==> src/rtl/icsc_csc_coef_ctrl.sv <==
// Double-buffered colour-space-conversion coefficient bank: software fills the shadow bank,
// and a commit copies it into the active bank atomically on the next vsync rising edge.
module icsc_csc_coef_ctrl #(
   parameter int COEF_WIDTH = 10,
   parameter int BIAS_WIDTH = 8
) (
   input  logic                         clk,
   input  logic                         rstn,
   input  logic                         i_vs,
   input  logic                         i_wr_en,
   input  logic [3:0]                   i_wr_addr,
   input  logic [COEF_WIDTH-1:0]        i_wr_data,
   input  logic                         i_commit,
   output logic                         o_busy,
   output logic                         o_wr_err,
   output logic signed [COEF_WIDTH-1:0] o_coef00,
   output logic signed [COEF_WIDTH-1:0] o_coef01,
   output logic signed [COEF_WIDTH-1:0] o_coef02,
   output logic signed [COEF_WIDTH-1:0] o_coef10,
   output logic signed [COEF_WIDTH-1:0] o_coef11,
   output logic signed [COEF_WIDTH-1:0] o_coef12,
   output logic signed [COEF_WIDTH-1:0] o_coef20,
   output logic signed [COEF_WIDTH-1:0] o_coef21,
   output logic signed [COEF_WIDTH-1:0] o_coef22,
   output logic signed [BIAS_WIDTH-1:0] o_bias0,
   output logic signed [BIAS_WIDTH-1:0] o_bias1,
   output logic signed [BIAS_WIDTH-1:0] o_bias2,
   output logic                         o_bypass,
   output logic                         o_update,
   output logic [7:0]                   o_upd_cnt
);

   typedef enum logic {
      IDLE = 1'b0,
      PEND = 1'b1
   } state_t;

   state_t state;
   logic   vs_q;
   logic   vs_rise;

   logic signed [COEF_WIDTH-1:0] sh_coef  [9];
   logic signed [COEF_WIDTH-1:0] act_coef [9];
   logic signed [BIAS_WIDTH-1:0] sh_bias  [3];
   logic signed [BIAS_WIDTH-1:0] act_bias [3];
   logic                         sh_bypass;
   logic                         act_bypass;

   assign vs_rise = i_vs & ~vs_q;

   always_ff @(posedge clk or negedge rstn) begin
      if (!rstn) begin
         state      <= IDLE;
         vs_q       <= 1'b0;
         o_busy     <= 1'b0;
         o_wr_err   <= 1'b0;
         o_update   <= 1'b0;
         o_upd_cnt  <= 8'd0;
         // NOTE: both banks are a handful of flops, not RAM, so every entry gets a reset value.
         for (int k = 0; k < 9; k++) begin
            sh_coef[k]  <= '0;
            act_coef[k] <= '0;
         end
         for (int k = 0; k < 3; k++) begin
            sh_bias[k]  <= '0;
            act_bias[k] <= '0;
         end
         sh_bypass  <= 1'b1;
         act_bypass <= 1'b1;
      end else begin
         // NOTE: non-blocking everywhere here so every register sees the pre-edge values.
         vs_q     <= i_vs;
         o_update <= 1'b0;
         o_wr_err <= 1'b0;
         case (state)
            IDLE: begin
               if (i_wr_en) begin
                  case (i_wr_addr)
                     4'd0, 4'd1, 4'd2, 4'd3, 4'd4,
                     4'd5, 4'd6, 4'd7, 4'd8: sh_coef[i_wr_addr] <= i_wr_data;
                     4'd9:  sh_bias[0] <= i_wr_data[BIAS_WIDTH-1:0];
                     4'd10: sh_bias[1] <= i_wr_data[BIAS_WIDTH-1:0];
                     4'd11: sh_bias[2] <= i_wr_data[BIAS_WIDTH-1:0];
                     4'd12: sh_bypass  <= i_wr_data[0];
                     default: ;  // reserved addresses are silently dropped
                  endcase
               end
               // a vsync edge coinciding with the commit only arms; the swap waits for the next edge
               if (i_commit) begin
                  state  <= PEND;
                  o_busy <= 1'b1;
               end
            end
            PEND: begin
               o_wr_err <= i_wr_en | i_commit;
               if (vs_rise) begin
                  act_coef   <= sh_coef;
                  act_bias   <= sh_bias;
                  act_bypass <= sh_bypass;
                  state      <= IDLE;
                  o_busy     <= 1'b0;
                  o_update   <= 1'b1;
                  o_upd_cnt  <= o_upd_cnt + 8'd1;
               end
            end
            default: state <= IDLE;
         endcase
      end
   end

   assign o_coef00 = act_coef[0];
   assign o_coef01 = act_coef[1];
   assign o_coef02 = act_coef[2];
   assign o_coef10 = act_coef[3];
   assign o_coef11 = act_coef[4];
   assign o_coef12 = act_coef[5];
   assign o_coef20 = act_coef[6];
   assign o_coef21 = act_coef[7];
   assign o_coef22 = act_coef[8];
   assign o_bias0  = act_bias[0];
   assign o_bias1  = act_bias[1];
   assign o_bias2  = act_bias[2];
   assign o_bypass = act_bypass;

endmodule

==> config.mk <==
export PLATFORM = sky130hd
export DESIGN_NAME = icsc_csc_coef_ctrl
export DESIGN_NICKNAME = d
export VERILOG_FILES = /design/src/rtl/icsc_csc_coef_ctrl.sv
export SDC_FILE = /design/constraint.sdc
export NUM_CORES = 1
export LEC_CHECK = 0
export CORE_UTILIZATION = 34
export CTS_BUF_LIST = sky130_fd_sc_hd__clkbuf_2
export CTS_CLUSTER_SIZE = 16
export DETAILED_ROUTE_END_ITERATION = 16
export HOLD_SLACK_MARGIN = 0.03
export SLEW_MARGIN = 5
export SYNTH_ARGS = -nofsm -noshare
export SYNTH_HDL_FRONTEND = slang
export SYNTH_SLANG_ARGS = --single-unit
==> constraint.sdc <==
create_clock -name clk -period 3.2 [get_ports clk]
set_clock_uncertainty 0.05 [all_clocks]
set_input_delay 0.32 -clock clk [delete_from_list [all_inputs] [get_ports clk]]
set_output_delay 0.32 -clock clk [all_outputs]
set_load 0.05 [all_outputs]
== Yosys cells after proc, flatten, opt, wreduce, memory -nomap -nowiden ==
Index checks and enable logic that the tools add are counted.
Storage, ports and cells
  flip-flop bits (word level): 243
  input port bits: 19
  output and inout port bits: 126
  word-level logic and storage cells: 76
Cells by class
  add/subtract/negate cells: 1
  $lt $le $gt $ge: 2
  eq/ne operators: 14
  muxes and demuxes: 12
  bitwise gates (word level): 5
  reductions and logical operators: 10
Operators with widths (count)
  $bwmux 90: 1
  $demux 10 s4: 1
  $eq 4x4->1 const B: 5
  $eq 4x3->1 const B: 4
  $reduce_and 3->1: 5
  $mux 10: 1
  $reduce_or 9->1: 1
  $add 8x1->8 const B: 1
  $eq 4x2->1 const B: 2
  $mux 1: 7
  $ge 5x5->1 const B: 1
  $lt 5x1->1 const B: 1
  $not 4->5: 1
  $eq 4x1->1 const B: 1
  $logic_not 4->1: 1
  $pmux 1 s2: 2
  $reduce_and 2->1: 2
  $ne 2x1->1 const B: 1
  $ne 2x2->1 const B: 1
  $not 1->1: 2
  $and 1x1->1: 1
  $logic_and 1x1->1: 1
  $or 1x1->1: 1

== Depth between registers and ports, before layout ==
Gate-level depths: netlist (run 1).
  depth in word-level cells: 6
  depth in mapped cells: 6
  depth with buffers taken out: 4

== Worst setup path after synthesis (run 1) ==
OpenSTA, ideal clock, no wires.
  path type: reg2reg
  start point: reg state
  end point: reg sh_coef[50] (netlist name)
  setup time: 125 ps
  arrival: 1482 ps
  required time: 3025 ps
  setup slack: 1543 ps
  cell stages (with the launch flop): 5
  buffers on the path: 1
  clock period less this slack: 1657 ps
  cell sequence: dfrtp_1 > nor4b_4 > and3_1 > buf_4 > mux2_2
On the way
  cells in the longest elaborated chain, start to end: 2
RTL lines
  start: declaration: line 38  | state_t state;
  start signal: assignment: line 53  | state <= IDLE;
  start signal: assignment: line 90  | state <= PEND;
  start signal: assignment: line 100  | state <= IDLE;
  $not 1->1 (no source line)
  $reduce_and 3->1 (no source line)
  end signal: indexed assignment: line 80  | 4'd5, 4'd6, 4'd7, 4'd8: sh_coef[i_wr_addr] <= i_wr_data;
  end: declaration: line 42  | logic signed [COEF_WIDTH-1:0] sh_coef [9];
No other way between the ends.
A chain may end at the register's enable or synchronous reset.

== Final worst setup path (run 1) ==
  start point: reg act_bypass (netlist: o_bypass)
  end point: out o_bypass
RTL lines
  start: declaration: line 47  | logic act_bypass;
  start signal: assignment: line 99  | act_bypass <= sh_bypass;
  end: declaration: line 28  | output logic o_bypass,
No word-level cell between the ends.

==> results of run 1 <==
registers in the layout, indices dropped and copies added, names as in the netlist, 10 cells and up:
signal and cells:
o_coef12 10, o_coef10 10, o_coef00 10, sh_coef 90, o_coef22 10, o_coef11 10
o_coef02 10, o_coef21 10, o_coef01 10, sh_bias 24, o_coef20 10
through the flow:
stage / power, mW / worst slack [ps] / hold slack, ps / util / instances
floorplan: 5.97 / 1540 / -25.6 / - / 791
global placement: 7.02 / 853 / 270 / 0.412 / 1244
detailed placement: 7.06 / 837 / 267 / 0.412 / 1244
CTS: 9.13 / 573 / 53.5 / 0.433 / 1344
global route: 9.50 / 551 / 74.1 / 0.433 / 1346
finish: 8.98 / 675 / 144 / 0.433 / 1348
worst max path at each step:
stage                    startpoint                      end  depth (start not counted)
2_1_floorplan       state$_DFF_PN0_  sh_coef[50]$_DFFE_PN0P_                          4
3_3_place_gp                i_wr_en  sh_coef[45]$_DFFE_PN0P_                          4
3_5_place_dp                i_wr_en  sh_coef[43]$_DFFE_PN0P_                          4
4_1_cts        o_bypass$_DFFE_PN1P_                 o_bypass                          1
5_1_grt        o_bypass$_DFFE_PN1P_                 o_bypass                          1
6_report       o_bypass$_DFFE_PN1P_                 o_bypass                          1
placed cells by master, fill, tap and decap left out, types with 3 or more instances in the layout:
cell and instances:
mux2_2 97, dlygate4sd3_1 3, xor2_1 3, buf_4 3, dfrtp_1 241, nor2_1 4
clkdlybuf4s50_1 143, nand2_1 351, nand4_1 3, mux2_4 18, clkbuf_2 92, buf_12 4
nand2_2 7, xnor2_1 4, diode_2 4, nand3b_1 3
cell families after synthesis:
family,share of synthesized area
simple gates,0.168
flops,0.655
mux,0.147
buf+inv,0.0206
xor+xnor,0.00661
compound gates,0.00135
fa+ha+maj,0.00135
worst register-to-register path, cell delays in order, from the launching register on:
cell and delay, ps:
dfrtp_1 600, nand3b_1 260, inv_4 560, buf_4 370
nand2_1 100, nand2_1 60
power groups by stage:
stage          clock (mW)  combinational (mW)  sequential, mW
6_report             2.00                2.88            4.11
5_1_grt              2.26                3.04            4.19
4_1_cts              2.11                2.91            4.11
3_5_place_dp            0                2.89            4.16
3_3_place_gp            0                2.86            4.16
2_1_floorplan           0               0.625            5.35
timing repair:
item | in CTS | in global routing
resized for setup | 0 | 0
hold buffers | 4 | 0
endpoints found under the hold margin | 242 | 0
setup buffers | 0 | 0
metal layers:
layer	wire, um	vias to the layer above	track usage
met5	0	-	0
met4	363	0	0.0491
met3	977	36	0.0340
met2	10200	140	0.257
met1	10900	3034	0.236
li1	-	2912	-
layout make-up:
cell class,count,area (um2),area share
Clock inverter,4,41.3,0.00355
Inverter,2,10.0,0.000860
Antenna cell,4,10.0,0.000860
Sequential cell,243,6080,0.522
Tap cell,341,427,0.0366
Clock buffer,92,460,0.0395
Multi-Input combinational cell,507,3010,0.258
Timing Repair Buffer,155,1610,0.138
==> impl_metrics.py, run 1 <==
metrics = {
    "worst_setup_path": {
        "critical_path_buf_inv_count": 1,
        "cp_slowest_cell": "clkdlybuf4s50_1",
        "cp_cell_sequence": "clkdlybuf4s50_1",
        "cp-end-kind": "output pin",
        "crit_required_ps": 2830,
        "r2r-end": "o_coef10[3]$_DFFE_PN0P_",
        "ff2ff_path_depth": 5,
        "r2r_start": "state$_DFF_PN0_",
        "arrival_ps": 2150,
        "critPathTopFamily": "buffers and inverters",
        "ff2ff_setup_slack_ps": 1100,
        "crit_path_max_incr_delay_ps": 800,
        "crit_fanout": 2,
        "start_kind": "flip-flop",
        "crit_type": "flip-flop to output pin",
    },
    "timing": {
        "clock.fmax_mhz": 396,
        "setup-violations-final": 0,
        "period_minus_slack_ps": 2520,
        "slew_headroom": 0.393,
        "finalSetupTns_ps": 0,
        "drv_slew": 0,
        "period_share": 0.789,
        "worst-slew-pin-transition_ps": 907,
        "hold_violations": 0,
        "rsz0062_at_grt": "no",
    },
    "pwr": {
        "power_frac_comb": 0.320,
        "seqPwrFrac": 0.457,
        "swShare": 0.384,
        "peakVddDrop_mv": 0.405,
        "p_leak_nw": 5.94,
        "clkPwrFrac": 0.223,
        "p_per_area_nw_per_um2": 772,
        "p_int_mw": 5.53,
        "power_switching_mw": 3.45,
    },
    "worst_hold_path": {
        "hold_class": "input pin to flip-flop",
        "min-delay-start": "i_commit",
        "holdPathStages": 3,
        "whs_endpoint": "o_busy$_DFFE_PN0P_",
    },
    "clock_tree": {
        "path_clk_slew_ps": 90,
        "root_buffer": "clkbuf_2",
        "cts_made_buffers": 60,
        "cts_tree": "built",
        "htreeDepth": 2,
        "clk_path_buf_depth": 3,
        "clk_latency_ps": 820,
        "clock-sinks": 243,
    },
    "synthesis": {
        "synthFlopType": "dfrtp_1",
        "synth_commonest_cells": "nand2_1 (351), dfrtp_1 (241), mux2_2 (97), clkbuf_1 (20), mux2_4 (18)",
        "synth_fp_nets": 811,
        "synth_top_area_share": 0.650,
        "async_flop_share": 1.00,
        "synth_area_leaders": "dfrtp_1 (65%), nand2_1 (14%), mux2_2 (12%), mux2_4 (2.9%), buf_2 (0.81%)",
        "synth_seq_cells": 243,
        "yosysTopAreaCell": "dfrtp_1",
        "yosysWarnings": 0,
        "seq_area_frac_synth": 0.655,
        "synth_cell_types": 28,
        "yosysMostFrequentCell": "nand2_1",
        "synth_edf_count": 0,
        "syn_avg_cell_area_um2": 11.7,
        "syn_inst": 791,
        "netlist_area_um2": 9280,
    },
    "routing": {
        "vias_per_cell": 4.54,
        "wl_per_cell_um": 16.7,
        "drt_wl_total_mm": 22.5,
        "drtIter0Drc": 254,
        "drc": 0,
        "ant_nets": 0,
        "first_pass_iters": 4,
        "vias": 6122,
    },
    "cells_and_area": {
        "drive_gt1_frac": 0.231,
        "final_cell_area_um2": 11600,
        "layout.nets": 989,
        "syn_to_final_growth_pct": 25.5,
        "fillCellCount": 2631,
    },
    "global_route": {
        "grt_use_total": 0.166,
        "antenna_found_initial": 1,
        "grt_max_degree": 122,
        "grt_pass1_vias": 6379,
        "overflow": 0,
        "grt_pass1_wl_mm": 36.1,
    },
    "floorplan": {
        "ios": 145,
        "die_area_um2": 28000,
        "core_region_area_um2": 26900,
        "die_x_um": 167,
        "die_h_um": 167,
        "rows": 60,
        "start_util": 0.345,
    },
    "placed_design": {
        "gp_congestion": 0.726,
        "port_buffers": 144,
        "hpwl_mm": 13.4,
        "dpl_cell_area_um2": 11100,
    },
    "outcome": {
        "status": "finished, final reports clean",
    },
    "flow_run": {
        "maxCapViolations": 0,
    },
}
No activity file was read; power rests on OpenSTA's default activity.
==> run 2: changes to the inputs <==
clock period = 2.42 ns   (was 3.2 ns; I/O delays follow)
==> impl_metrics.py, run 2 (synthesis gave the netlist of run 1 again) <==
metrics = {
    "outcome": {
        "status": "finished, final reports clean",
    },
    "floorplan": {
        "die_x_um": 167,
        "die_area_um2": 28000,
        "rows": 60,
        "core_region_area_um2": 26900,
        "ios": 145,
        "die_h_um": 167,
        "start_util": 0.345,
    },
    "clock_tree": {
        "clk_path_buf_depth": 3,
        "cts_made_buffers": 66,
        "root_buffer": "clkbuf_2",
        "clock-sinks": 243,
        "htreeDepth": 3,
        "path_clk_slew_ps": 90,
        "cts_tree": "built",
        "clk_latency_ps": 750,
        "postCtsSetupBuffers": 0,
    },
    "cells_and_area": {
        "layout.nets": 1005,
        "regMostFlops": "sh_coef",
        "mostFrequentLayoutCells": "nand2_1 (351), dfrtp_1 (241), clkdlybuf4s50_1 (135), mux2_2 (97), clkbuf_2 (97)",
        "finalNonFillerCells": 1365,
        "syn_to_final_growth_pct": 26.7,
        "final_cell_area_um2": 11800,
        "final_util": 0.438,
        "top_regs": "sh_coef: 90 flops, sh_bias: 24 flops",
        "fillCellCount": 2649,
        "multi_input_area_um2": 3010,
        "final_common_cell": "nand2_1",
        "seqCellArea_um2": 6080,
        "largest_register_ffs": 90,
        "drive_gt1_frac": 0.242,
    },
    "worst_setup_path": {
        "critPathTopFamily": "buffers and inverters",
        "crit_type": "flip-flop to output pin",
        "critical_path_buf_inv_count": 1,
        "cp-end-kind": "output pin",
        "arrival_ps": 2000,
        "crit_fanout": 2,
        "startpoint": "o_coef01[4]$_DFFE_PN0P_",
        "start_kind": "flip-flop",
        "r2r_start": "state$_DFF_PN0_",
        "crit_required_ps": 2130,
        "cp_slowest_cell": "clkdlybuf4s50_1",
        "cp_cell_sequence": "clkdlybuf4s50_1",
        "crit_path_max_incr_delay_ps": 820,
    },
    "routing": {
        "wl_per_cell_um": 16.6,
        "drtIter0Drc": 355,
        "ant_nets": 0,
        "drc": 0,
        "vias_per_cell": 4.53,
        "first_pass_iters": 4,
        "vias": 6188,
        "drt_wl_total_mm": 22.7,
    },
    "global_route": {
        "grt_pass1_wl_mm": 37.1,
        "grt_max_degree": 122,
        "grt_pass1_vias": 6575,
        "grt_use_total": 0.172,
        "antenna_found_initial": 1,
        "overflow": 0,
    },
    "timing": {
        "hold_violations": 0,
        "drv_slew": 0,
        "period_minus_slack_ps": 2290,
        "setup-violations-final": 0,
        "worst-slew-pin-transition_ps": 881,
        "hold-worst-slack_ps": 197,
        "finalSetupTns_ps": 0,
        "period_share": 0.946,
        "slew_headroom": 0.411,
        "clock.fmax_mhz": 437,
    },
    "placed_design": {
        "gp_congestion": 0.733,
        "hpwl_mm": 13.5,
        "port_buffers": 144,
        "dp_cells": 1253,
        "dpl_cell_area_um2": 11200,
    },
    "pwr": {
        "p_leak_nw": 6.11,
        "peakVddDrop_mv": 0.477,
        "p_per_area_nw_per_um2": 1010,
    },
    "worst_hold_path": {
        "min-delay-start": "i_wr_en",
        "hold_class": "input pin to flip-flop",
    },
    "flow_run": {
        "maxCapViolations": 0,
    },
}
## run 2: metal layers
metal  up-vias  routed length, um  GRT usage
li1       2945                  -          -
met1      3067              11000      0.237
met2       152              10300      0.263
met3        24                966     0.0397
met4         0                340     0.0674
met5         -                  0          0
## run 2: path summary, 6_finish.rpt
path                                            to  slack (ps)  cells past startpoint
max                                    o_coef01[4]         130                      1
min                             o_wr_err$_DFF_PN0_         200                      2
max reg2reg                sh_coef[59]$_DFFE_PN0P_         560                      4
min reg2reg                o_coef00[2]$_DFFE_PN0P_         410                      2
max in group asynchronous   sh_bias[9]$_DFFE_PN0P_        1270                      4
min in group asynchronous    sh_bypass$_DFFE_PN1P_         580                      3
## run 2: report_power, final
group	internal, mW	switching, mW
clock network	1.04	1.61
logic	1.34	2.49
registers	4.90	0.516
## run 2: per-stage QoR
step	power (mW)	worst slack (ps)
floorplan	7.90	763
global placement	9.29	316
detailed placement	9.34	320
CTS	12.1	8.33
global route	12.6	-0.137
finish	11.9	132
## run 2: cell type report
type	count	share of cell area
Multi-Input combinational cell	507	0.256
Tap cell	341	0.0363
Inverter	2	0.000851
Clock inverter	7	0.00234
Sequential cell	243	0.517
Antenna cell	3	0.000638
Clock buffer	97	0.0413
Timing Repair Buffer	165	0.146
## run 2: repair_timing
item	4_1_cts	5_1_grt
endpoints found under the hold margin	247	0
hold buffers	5	0
resized for setup	1	7
pin swaps	0	0
endpoints found under the setup margin	1	7
